### src/rtl/fp_conv_pkg.sv
// Shared types and constants for the float-to-integer converter.
package fp_conv_pkg;

  typedef enum logic [1:0] {
    RND_RNE   = 2'd0,
    RND_RTZ   = 2'd1,
    RND_FLOOR = 2'd2,
    RND_CEIL  = 2'd3
  } rnd_mode_e;

  // Bit positions inside flags = {invalid, overflow, inexact, zero}
  localparam int unsigned FLAG_ZERO     = 0;
  localparam int unsigned FLAG_INEXACT  = 1;
  localparam int unsigned FLAG_OVERFLOW = 2;
  localparam int unsigned FLAG_INVALID  = 3;
  localparam int unsigned FLAG_W        = 4;

  function automatic int fp_bias(input int unsigned exp_w);
    return (1 << (exp_w - 1)) - 1;
  endfunction

  // Signed width able to hold the clamped shift range [-(sig_w+1), mag_w]
  function automatic int unsigned fp_shift_w(input int unsigned mag_w, input int unsigned sig_w);
    return $clog2(mag_w + sig_w + 2) + 1;
  endfunction

endpackage

### src/rtl/fp2i_align_shift.sv
// Registered alignment shifter: places the significand on the integer grid and
// keeps guard/sticky for the dropped fraction; big flags magnitudes past MAG_W.
module fp2i_align_shift #(
  parameter int unsigned SIG_W = 8,
  parameter int unsigned MAG_W = 18,
  parameter int unsigned SH_W  = 6
) (
  input  logic                    clk,
  input  logic                    en_i,
  input  logic [SIG_W-1:0]        sig_i,
  input  logic signed [SH_W-1:0]  sh_i,
  output logic [MAG_W-1:0]        mag_o,
  output logic                    guard_o,
  output logic                    sticky_o,
  output logic                    big_o
);

  localparam int unsigned WIDE_W = MAG_W + SIG_W;
  localparam int unsigned RX_W   = 2 * SIG_W + 1;

  logic [WIDE_W-1:0] wide;
  logic [RX_W-1:0]   rx;
  logic [SH_W-1:0]   lsh;
  logic [SH_W-1:0]   rs;
  logic              guard_d;
  logic              sticky_d;

  logic [MAG_W-1:0]  mag_q;
  logic              guard_q;
  logic              sticky_q;
  logic              big_q;

  // Shift amounts arrive pre-clamped, so neither direction can wrap.
  always_comb begin
    wide     = '0;
    rx       = '0;
    lsh      = sh_i;
    rs       = -sh_i;
    guard_d  = 1'b0;
    sticky_d = 1'b0;
    if (!sh_i[SH_W-1]) begin
      wide = WIDE_W'(sig_i) << lsh;
    end else begin
      rx       = {sig_i, {(SIG_W + 1){1'b0}}} >> rs;
      wide     = WIDE_W'(rx[RX_W-1 -: SIG_W]);
      guard_d  = rx[SIG_W];
      sticky_d = |rx[SIG_W-1:0];
    end
  end

  always_ff @(posedge clk) begin
    if (en_i) begin
      mag_q    <= wide[MAG_W-1:0];
      guard_q  <= guard_d;
      sticky_q <= sticky_d;
      big_q    <= |wide[WIDE_W-1:MAG_W];
    end
  end

  assign mag_o    = mag_q;
  assign guard_o  = guard_q;
  assign sticky_o = sticky_q;
  assign big_o    = big_q;

endmodule

### src/rtl/fp_to_int_conv.sv
// Pipelined float-to-integer converter: decode, align, round, saturate/negate.
// All stages advance together whenever the output register can move.
module fp_to_int_conv
  import fp_conv_pkg::*;
#(
  parameter int unsigned EXPONENT_SIZE        = 8,
  parameter int unsigned MANTISSA_SIZE        = 7,
  parameter int unsigned INT_SIZE             = 16,
  parameter int unsigned FIXED_POINT_POSITION = 0
) (
  input  logic                     clk,
  input  logic                     rst_n,
  input  logic                     in_valid,
  output logic                     in_ready,
  input  logic                     sign,
  input  logic [EXPONENT_SIZE-1:0] exponent,
  input  logic [MANTISSA_SIZE-1:0] mantissa,
  input  logic [1:0]               rnd_mode,
  input  logic                     is_unsigned,
  output logic                     out_valid,
  input  logic                     out_ready,
  output logic [INT_SIZE-1:0]      dout,
  output logic [FLAG_W-1:0]        flags
);

  localparam int unsigned SIG_W  = MANTISSA_SIZE + 1;
  localparam int unsigned MAG_W  = INT_SIZE + 2;
  localparam int unsigned SH_W   = fp_shift_w(MAG_W, SIG_W);
  localparam int          BIAS   = fp_bias(EXPONENT_SIZE);
  localparam int          SH_MIN = -int'(SIG_W) - 1;
  localparam int          SH_MAX = int'(MAG_W);

  logic advance;

  logic s1_valid_q, s2_valid_q, s3_valid_q, out_valid_q;
  logic [INT_SIZE-1:0] dout_q;
  logic [FLAG_W-1:0]   flags_q;

  // Stage 1 (decode) registers
  logic                   s1_sign_q, s1_nan_q, s1_inf_q, s1_zero_q, s1_uns_q;
  rnd_mode_e              s1_rnd_q;
  logic [SIG_W-1:0]       s1_sig_q;
  logic signed [SH_W-1:0] s1_sh_q;
  logic signed [SH_W-1:0] s1_sh_d;
  int                     sh_full;

  // Stage 2 (align) side-band registers; datapath lives in the shifter
  logic                   s2_sign_q, s2_nan_q, s2_inf_q, s2_zero_q, s2_uns_q;
  rnd_mode_e              s2_rnd_q;
  logic [MAG_W-1:0]       s2_mag;
  logic                   s2_guard, s2_sticky, s2_big;

  // Stage 3 (round) registers
  logic                   s3_sign_q, s3_nan_q, s3_inf_q, s3_zero_q, s3_uns_q;
  logic                   s3_big_q, s3_inexact_q;
  logic [MAG_W:0]         s3_mag_q;
  logic [MAG_W:0]         s3_mag_d;
  logic                   round_up;

  // Stage 4 (saturate/negate) next values
  logic [INT_SIZE-1:0]    dout_d;
  logic [FLAG_W-1:0]      flags_d;
  logic [INT_SIZE-1:0]    mag_lo;
  logic                   ovf;

  assign advance   = ~out_valid_q | out_ready;
  assign in_ready  = advance;
  assign out_valid = out_valid_q;
  assign dout      = dout_q;
  assign flags     = flags_q;

  // Shift that puts the significand LSB at the output LSB, clamped to the useful range.
  always_comb begin
    sh_full = int'(exponent) - BIAS - int'(MANTISSA_SIZE) + int'(FIXED_POINT_POSITION);
    if (sh_full < SH_MIN) begin
      s1_sh_d = SH_W'(SH_MIN);
    end else if (sh_full > SH_MAX) begin
      s1_sh_d = SH_W'(SH_MAX);
    end else begin
      s1_sh_d = SH_W'(sh_full);
    end
  end

  always_ff @(posedge clk or negedge rst_n) begin
    if (!rst_n) begin
      s1_valid_q  <= 1'b0;
      s2_valid_q  <= 1'b0;
      s3_valid_q  <= 1'b0;
      out_valid_q <= 1'b0;
      dout_q      <= '0;
      flags_q     <= '0;
    end else if (advance) begin
      s1_valid_q  <= in_valid;
      s2_valid_q  <= s1_valid_q;
      s3_valid_q  <= s2_valid_q;
      out_valid_q <= s3_valid_q;
      if (s3_valid_q) begin
        dout_q  <= dout_d;
        flags_q <= flags_d;
      end
    end
  end

  always_ff @(posedge clk) begin
    if (advance) begin
      s1_sign_q <= sign;
      s1_sig_q  <= {1'b1, mantissa};
      s1_sh_q   <= s1_sh_d;
      s1_nan_q  <= (&exponent) & (|mantissa);
      s1_inf_q  <= (&exponent) & ~(|mantissa);
      s1_zero_q <= ~(|exponent);
      s1_rnd_q  <= rnd_mode_e'(rnd_mode);
      s1_uns_q  <= is_unsigned;

      s2_sign_q <= s1_sign_q;
      s2_nan_q  <= s1_nan_q;
      s2_inf_q  <= s1_inf_q;
      s2_zero_q <= s1_zero_q;
      s2_rnd_q  <= s1_rnd_q;
      s2_uns_q  <= s1_uns_q;

      s3_sign_q    <= s2_sign_q;
      s3_nan_q     <= s2_nan_q;
      s3_inf_q     <= s2_inf_q;
      s3_zero_q    <= s2_zero_q;
      s3_uns_q     <= s2_uns_q;
      s3_big_q     <= s2_big;
      s3_inexact_q <= s2_guard | s2_sticky;
      s3_mag_q     <= s3_mag_d;
    end
  end

  fp2i_align_shift #(
    .SIG_W (SIG_W),
    .MAG_W (MAG_W),
    .SH_W  (SH_W)
  ) u_align (
    .clk      (clk),
    .en_i     (advance),
    .sig_i    (s1_sig_q),
    .sh_i     (s1_sh_q),
    .mag_o    (s2_mag),
    .guard_o  (s2_guard),
    .sticky_o (s2_sticky),
    .big_o    (s2_big)
  );

  // Rounding works on the magnitude; floor/ceil pick direction from the sign.
  always_comb begin
    round_up = 1'b0;
    case (s2_rnd_q)
      RND_RNE:   round_up = s2_guard & (s2_sticky | s2_mag[0]);
      RND_RTZ:   round_up = 1'b0;
      RND_FLOOR: round_up = s2_sign_q & (s2_guard | s2_sticky);
      RND_CEIL:  round_up = ~s2_sign_q & (s2_guard | s2_sticky);
      default:   round_up = 1'b0;
    endcase
    s3_mag_d = (MAG_W + 1)'(s2_mag) + (MAG_W + 1)'(round_up);
  end

  always_comb begin
    dout_d  = '0;
    flags_d = '0;
    ovf     = 1'b0;
    mag_lo  = s3_mag_q[INT_SIZE-1:0];
    if (s3_nan_q) begin
      flags_d[FLAG_INVALID] = 1'b1;
    end else if (!s3_zero_q) begin
      if (s3_uns_q) begin
        if (s3_sign_q) begin
          // Negative inputs only survive in unsigned mode when they round to zero
          ovf = s3_inf_q | s3_big_q | (|s3_mag_q);
        end else begin
          ovf    = s3_inf_q | s3_big_q | (|s3_mag_q[MAG_W:INT_SIZE]);
          dout_d = ovf ? {INT_SIZE{1'b1}} : mag_lo;
        end
      end else if (s3_sign_q) begin
        ovf = s3_inf_q | s3_big_q | (|s3_mag_q[MAG_W:INT_SIZE])
            | (s3_mag_q[INT_SIZE-1] & (|s3_mag_q[INT_SIZE-2:0]));
        dout_d = ovf ? {1'b1, {(INT_SIZE - 1){1'b0}}} : INT_SIZE'(0) - mag_lo;
      end else begin
        ovf    = s3_inf_q | s3_big_q | (|s3_mag_q[MAG_W:INT_SIZE-1]);
        dout_d = ovf ? {1'b0, {(INT_SIZE - 1){1'b1}}} : mag_lo;
      end
      flags_d[FLAG_OVERFLOW] = ovf;
      flags_d[FLAG_INEXACT]  = s3_inexact_q & ~ovf;
    end
    flags_d[FLAG_ZERO] = ~(|dout_d) & ~flags_d[FLAG_INVALID];
  end

endmodule

### config.mk
export PLATFORM = sky130hd
export DESIGN_NAME = fp_to_int_conv
export DESIGN_NICKNAME = d
export VERILOG_FILES = /design/src/rtl/fp_conv_pkg.sv /design/src/rtl/fp2i_align_shift.sv /design/src/rtl/fp_to_int_conv.sv
export SDC_FILE = /design/constraint.sdc
export NUM_CORES = 1
export LEC_CHECK = 0
export CORE_ASPECT_RATIO = 0.7
export CORE_MARGIN = 3
export CORE_UTILIZATION = 55
export DETAILED_ROUTE_END_ITERATION = 8
export GPL_ROUTABILITY_DRIVEN = 0
export PLACE_DENSITY = 0.76
export RECOVER_POWER = 100
export SETUP_SLACK_MARGIN = 0.5
export SLEW_MARGIN = 20
export SYNTH_ARGS = -nofsm -noshare
export SYNTH_HDL_FRONTEND = slang
export SYNTH_SLANG_ARGS = --single-unit
### constraint.sdc
create_clock -name clk -period 6 [get_ports clk]
set_clock_uncertainty 0.15 [all_clocks]
set_input_delay 1.5 -clock clk [delete_from_list [all_inputs] [get_ports clk]]
set_output_delay 1.5 -clock clk [all_outputs]
set_load 0.01 [all_outputs]
==> impl_results.md, run 1 <==
* Status: finished, final reports clean
* CTS clk-pin slew, worst paths at 60 ps
* Initial DRC count at 678
* Rel. slew slack at 14.9%
* Synth cell types at 81
* # clock sinks at 98
* Mean Syn Cell Area at 10.1 sq um
* RSZ-0062 raised after global routing: no
* R2R Setup Slk at 1770 ps
* Routed WL at 13.1 mm
* # Post-CTS Setup Buffers at 0
* CP required at 5910 ps
* Async SR Flop Fraction at 24.5%
* Vias in the first global route at 4,186
* Synth warn at 0
* Worst EP arrival at 4470 ps
* Worst setup EP type: register
* CP endpoint: s1_sh_q[0]
* Root Buffer: clkbuf_16
* Placed cell area at 6440 sq um
* Core box area at 10,400 sq um
* Pin count of the biggest net entering global routing at 81
* Worst r2r dst: u_align.sticky_o
* Initial antenna violation count at 0
* FF-to-FF path depth at 8
* Setup TNS at 0 ps
* Reg2reg start: s1_sh_q[0]
* Count of final hold-check violations at 0
* First-pass GRT wire length at 20.9 mm
* CP cell instances: dlygate4sd3_1 -> inv_1 -> ha_1 -> and3b_1 -> or3_1 -> a22o_1 -> nor2_1 -> xnor2_1 -> o41ai_1 -> a22oi_1
* Antenna Cells at 0
* Highest clock rate at 0.220 GHz
* Synth Flop Type: edfxtp_1
* Drt wl/cell at 17.4 microns
* Tmin final at 4560 ps
* DR vias at 4,758
* Leakage at 2.51 nW
* Fillers at 811
* Boundary pin count at 45
* Actual slew at the worst max-slew pin at 1280 ps
* # resized after CTS at 0
* Residual DRC at 0
* Post-synthesis cell area at 5930 sq um
* Synth top area share at 37.5%
* Tcrit/Tclk final at 75.9%
* GRT Total Usage at 22.1%
* Post-synthesis register bit count at 98
* CP startpoint kind: input port
* Seq/Total Area, Yosys at 47.6%
* H-tree depth at 3
* Final Util at 64.6%
* Post-route cell area at 6740 sq um
* Max Slew Vio Count at 0
* Slowest stage delay, CP at 790 ps
* CP max stage cell: dlygate4sd3_1
* Worst skew pair latency at 340 ps
* Share of post-route cells with drive strength above 1 at 8.21%
* Layout area overhead at 13.6%
* Post-route ant nets at 0
* Max Cap Violations at 0
* CP Class: in2reg
* Non-filler cells, final at 753
* CTS tree: done
* Post-synth EDFFs at 74
* Placed insts at 737
* Gr ovfl total at 0
* Post-synthesis cell count at 587
* First drt pass iteration count at 5
* HPWL Detailed at 9.69 mm
* Setup violators final at 0
* Hold WC Path Type: reg2reg
* Worst-path fanout max at 12
* Crit path from: exponent[0]
* Die area at 12,100 sq um
* # hold bufs at CTS at 0
* Mapped Nets at 621
* Cell area power density at 415 nW/um^2
* Initial core utilization at 56.8%
* Vias per inst at 6.32
* CTS max path bufs at 2
* Num rows at 31
* IO buf count at 44
* CTS Buf Count at 9
* Synth top area cells: edfxtp_1, dfrtp_1, nor2_1
* Nets at 650
* Die width at 130 microns
* Post-synth top area cell: edfxtp_1
* Peak VDD IR at 0.201 mV
* Die Y at 92.9 microns
[worst min-delay path by stage]
| stage | start | to | cells past startpoint |
|---|---|---|---|
| final | u_align.big_o | s3_big_q | 0 |
| after global routing | u_align.big_o | s3_big_q | 0 |
| after CTS | u_align.big_o | s3_big_q | 0 |
| after detailed placement | s1_rnd_q[1] | s2_rnd_q[1] | 0 |
| after global placement | u_align.big_o | s3_big_q | 0 |
| after floorplan | s1_inf_q | s2_inf_q | 0 |
[through the flow]
stage | hold WS, ps | setup slack, ps | total power [W]
after global placement | 251 | 1320 | 0.00219
after detailed placement | 255 | 1240 | 0.00224
after CTS | 267 | 1590 | 0.00282
final | 266 | 1440 | 0.00279
after global routing | 275 | 1240 | 0.00296
after floorplan | 250 | 514 | 0.00187
[critical path, delay by kind of cell]
family                   cells  cell delay [ps]
buffers and inverters        2              950
adder cells (fa/ha/maj)      1              360
XOR/XNOR                     1              140
AND/OR/NAND/NOR              3              640
AO/OA/AOI/OAI                3              870
[area by class of cell]
class	count	area (sq um)	area share (%)
inverters	15	56.3	0.836
flip-flops and latches	98	2820	41.9
clock buffers	14	297	4.40
multi-input cells	446	2930	43.5
repair buffers	46	449	6.67
well taps	132	165	2.45
clock inverters	2	16.3	0.242
[layout by cell type (no fill, tap or decap), types with 6 or more instances in the layout]
master / synthesis / final
a21o_1: 6 / 6
a21oi_1: 23 / 23
a22oi_1: 6 / 6
a31oi_1: 9 / 9
clkbuf_16: 0 / 11
clkdlybuf4s50_1: 0 / 8
dfrtp_1: 24 / 24
dlygate4sd3_1: 0 / 35
edfxtp_1: 74 / 74
ha_1: 11 / 11
inv_1: 12 / 12
mux2_2: 16 / 13
mux2i_1: 6 / 6
nand2_1: 60 / 60
nand2b_1: 12 / 12
nand3_1: 15 / 15
nand4_1: 7 / 7
nor2_1: 62 / 62
nor3_1: 15 / 15
nor4_1: 7 / 7
o211ai_1: 6 / 6
o21ai_0: 34 / 35
o22ai_1: 7 / 7
o31ai_1: 6 / 6
or2_2: 8 / 7
or3_1: 7 / 7
xnor2_1: 22 / 22
xor2_1: 10 / 10
[metal layers]
metal  share of wire (%)  vias up  global-route usage, %
met4                 1.6        0                   5.80
met1                  46     2264                   31.8
li1                    -     2277                      -
met5                   0        -                      0
met2                  46      192                   33.3
met3                 7.3       25                   5.59
[flip-flops by register name, summed over array words and instances (netlist names), 2 cells and up]
name,flops
s3_mag_q,19
u_align.mag_o,18
s1_sh_q,6
s1_rnd_q,2
s1_sig_q,7
flags,4
dout,16
s2_rnd_q,2
[report_power, final]
part | total, W | switching, W | internal [W] | leakage (nW)
registers | 0.00122 | 0.000223 | 0.00100 | 1.08
logic | 0.000986 | 0.000566 | 0.000419 | 1.28
clock network | 0.000584 | 0.000239 | 0.000345 | 0.150
total | 0.00279 | 0.00103 | 0.00176 | 2.51
[kinds of logic after synthesis]
logic type,after synthesis,share of synthesized area (%)
AO/OA/AOI/OAI,149,17.6
XOR/XNOR,32,4.73
adder cells (fa/ha/maj),11,2.32
buffers and inverters,43,2.96
flip-flops,98,47.6
multiplexers,25,5.19
AND/OR/NAND/NOR,229,19.6
[cell usage after synthesis, drive strengths merged, types with 6 or more instances]
cell type and number:
xor2 10, or2 10, mux2 16, o211ai 6
dfrtp 24, o22ai 7, a21o 6, inv 13
a21oi 23, nor4 8, nand3 15, a31oi 9
mux2i 6, nand4 7, edfxtp 74, nor2 63
buf 8, xnor2 22, o31ai 6, ha 11
o21ai 36, nor3 15, a22oi 6, clkbuf 20
nand2b 12, or3 8, nand2 60
(Power assumes the default switching activity.)
==> run 2, diff against run 1 <==
==> constraint.sdc (replaced) <==
create_clock -name clk -period 4.6 [get_ports clk]
set_clock_uncertainty 0.15 [all_clocks]
set_input_delay 1.15 -clock clk [delete_from_list [all_inputs] [get_ports clk]]
set_output_delay 1.15 -clock clk [all_outputs]
set_load 0.01 [all_outputs]
==> impl_results.md, run 2 (same netlist as run 1, synthesis figures left out) <==
* Comb pwr share at 36.2% (+0.9 points)
* Net Switching at 0.00133 W (+30%)
* Leakage at 2.50 nW (-0.56%)
* Routed WL at 13.5 mm (+2.5%)
* Rel. slew slack at -28.1% (-43 points)
* Drt wl/cell at 17.7 microns (+1.8%)
* Initial DRC count at 527 (-22%)
* Commonest non-fill, non-tap cell in the layout: edfxtp_1
* CTS clk-pin slew, worst paths at 70 ps (about the same)
* FF-to-FF path depth at 8 (unchanged)
* Largest Register: s3_mag_q
* Nets at 655 (+0.77%)
* CP Class: in2reg
* Max Slew Vio Count at 79 (+79)
* Die Y at 92.9 microns (unchanged)
* DR vias at 4,872 (+2.4%)
* H-tree depth at 3 (unchanged)
* Most frequent cells in the layout: edfxtp_1, nor2_1, nand2_1, o21ai_0, dlygate4sd3_1
* Internal power at 0.00223 W (+26%)
* Fillers at 812 (+0.12%)
* CP cell instances: dlygate4sd3_1 -> inv_1 -> ha_1 -> and3b_1 -> or3_1 -> a22o_1 -> nor2_1 -> xnor2_1 -> o41ai_1 -> a22oi_1
* Hold slack at 275 ps (+8.64 ps)
* Area occupied by multi-input gates at 2910 sq um (-0.73%)
* Actual slew at the worst max-slew pin at 1920 ps (+645 ps)
* Pin count of the biggest net entering global routing at 79 (-2.5%)
* Worst r2r dst: u_align.sticky_o
* Count of final hold-check violations at 0 (unchanged)
* HPWL Detailed at 9.86 mm (+1.9%)
* Post-Place Setup Slack at 343 ps (-892 ps)
* CP required at 4520 ps (-1390 ps)
* First-pass GRT wire length at 22.3 mm (+7.0%)
* CP max stage cell: dlygate4sd3_1
* # clock sinks at 98 (unchanged)
* Initial antenna violation count at 0 (unchanged)
* # hold bufs at CTS at 0 (unchanged)
* Clock power share at 19.0% (-1.9 points)
* Worst EP arrival at 3960 ps (-510 ps)
* Slowest stage delay, CP at 700 ps (-90 ps)
* Placed cell area at 6470 sq um (+0.47%)
* Post-route cell area at 6700 sq um (-0.46%)
* First drt pass iteration count at 5 (unchanged)
* Sequential share of power at 44.7% (+0.9 points)
* Core box area at 10,400 sq um (unchanged)
* Share of post-route cells with drive strength above 1 at 7.99% (-0.23 points)
* Worst setup EP type: register
* Layout area overhead at 13.1%
* Tmin final at 4040 ps
* Initial core utilization at 56.8% (unchanged)
* RSZ-0062 raised after global routing: no
* Vias per inst at 6.43 (+1.7%)
* CTS max path bufs at 2 (unchanged)
* Hold WC Path Type: reg2reg
* Reg2reg start: s1_sh_q[1]
* Gr ovfl total at 0 (unchanged)
* Hold Path Origin: s1_inf_q
* Residual DRC at 0 (unchanged)
* CTS tree: done
* Setup TNS at 0 ps (unchanged)
* Setup violators final at 0 (unchanged)
* Antenna Cells at 0 (unchanged)
* CTS Buf Count at 9 (unchanged)
* Failing checks: capacitance limit, slew limit
* Highest clock rate at 0.248 GHz
* Hold Path End: s2_inf_q
* Vias in the first global route at 4,506 (+7.6%)
* Slack of the critical path at 564 ps (-880 ps)
* R2R Setup Slk at 980 ps (-790 ps)
* Num rows at 31 (unchanged)
* Max Cap Violations at 1 (+1)
* Switch share at 37.4% (+0.61 points)
* Root Buffer: clkbuf_16
* Tcrit/Tclk final at 87.7%
* Worst-path fanout max at 9 (-3)
* Max FFs per register at 19 (unchanged)
* Seq. cell area at 2820 sq um (unchanged)
* Boundary pin count at 45 (unchanged)
* Cell area power density at 532 nW/um^2 (+28%)
* CP startpoint kind: input port
* IO buf count at 44 (unchanged)
* GRT Total Usage at 23.2% (+1.2 points)
* # Post-CTS Setup Buffers at 0 (unchanged)
* Die area at 12,100 sq um (unchanged)
* Status: finished with violations
* Die width at 130 microns (unchanged)
* Worst skew pair latency at 340 ps (about the same)
* Peak VDD IR at 0.257 mV (+28%)
* Worst Hold Depth at 0 (unchanged)
* Post-route ant nets at 0 (unchanged)
-- run 2: what timing repair did --
action	in CTS	in global routing
endpoints found under the setup margin	0	2
endpoints found under the hold margin	0	0
resized for setup	0	1
-- run 2: layer usage --
layer	share of wire, %	global-route usage [%]	wire length [microns]	vias up
met4	1.1	6.49	147	0
met5	0	0	0	-
met1	46	34.4	6140	2323
met2	45	34.1	6000	246
met3	8.7	5.42	1170	19
li1	-	-	-	2284
-- run 2: critical path, delay by kind of cell --
family | cells | cell delay, ps
AO/OA/AOI/OAI | 3 | 860
XOR/XNOR | 1 | 140
adder cells (fa/ha/maj) | 1 | 330
buffers and inverters | 2 | 840
AND/OR/NAND/NOR | 3 | 640
-- run 2: worst max-delay path by stage --
stage / cells after the start / startpoint / slack, ps / end
2_1_floorplan: 2 / out_ready / 990 / in_ready
6_report: 10 / exponent[1] / 560 / s1_sh_q[0]
5_1_grt: 10 / exponent[1] / 320 / s1_sh_q[2]
3_5_place_dp: 10 / exponent[1] / 340 / s1_sh_q[0]
3_3_place_gp: 10 / exponent[1] / 470 / s1_sh_q[2]
4_1_cts: 10 / exponent[1] / 720 / s1_sh_q[0]
-- run 2: power by group through the flow --
stage / sequential (W) / combinational (W) / clock, W
global placement: 0.00160 / 0.00127 / 0
finish: 0.00159 / 0.00129 / 0.000679
detailed placement: 0.00162 / 0.00130 / 0
floorplan: 0.00153 / 0.000904 / 0
global route: 0.00164 / 0.00143 / 0.000734
CTS: 0.00161 / 0.00131 / 0.000692
-- run 2: cell type report --
| type | instances | area share, % |
|---|---|---|
| sequential | 98 | 42.1 |
| timing repair buffer | 51 | 7.22 |
| clock buffer | 9 | 3.36 |
| tap | 132 | 2.46 |
| inverter | 15 | 0.840 |
| clock inverter | 7 | 0.635 |
| multi-input combinational | 446 | 43.4 |
-- run 2: through the flow --
stage	utilization, %	instances	total power, W
floorplan	-	587	0.00244
global placement	62.0	741	0.00287
detailed placement	62.0	741	0.00292
CTS	64.5	757	0.00361
global route	64.3	758	0.00380
finish	64.3	758	0.00356
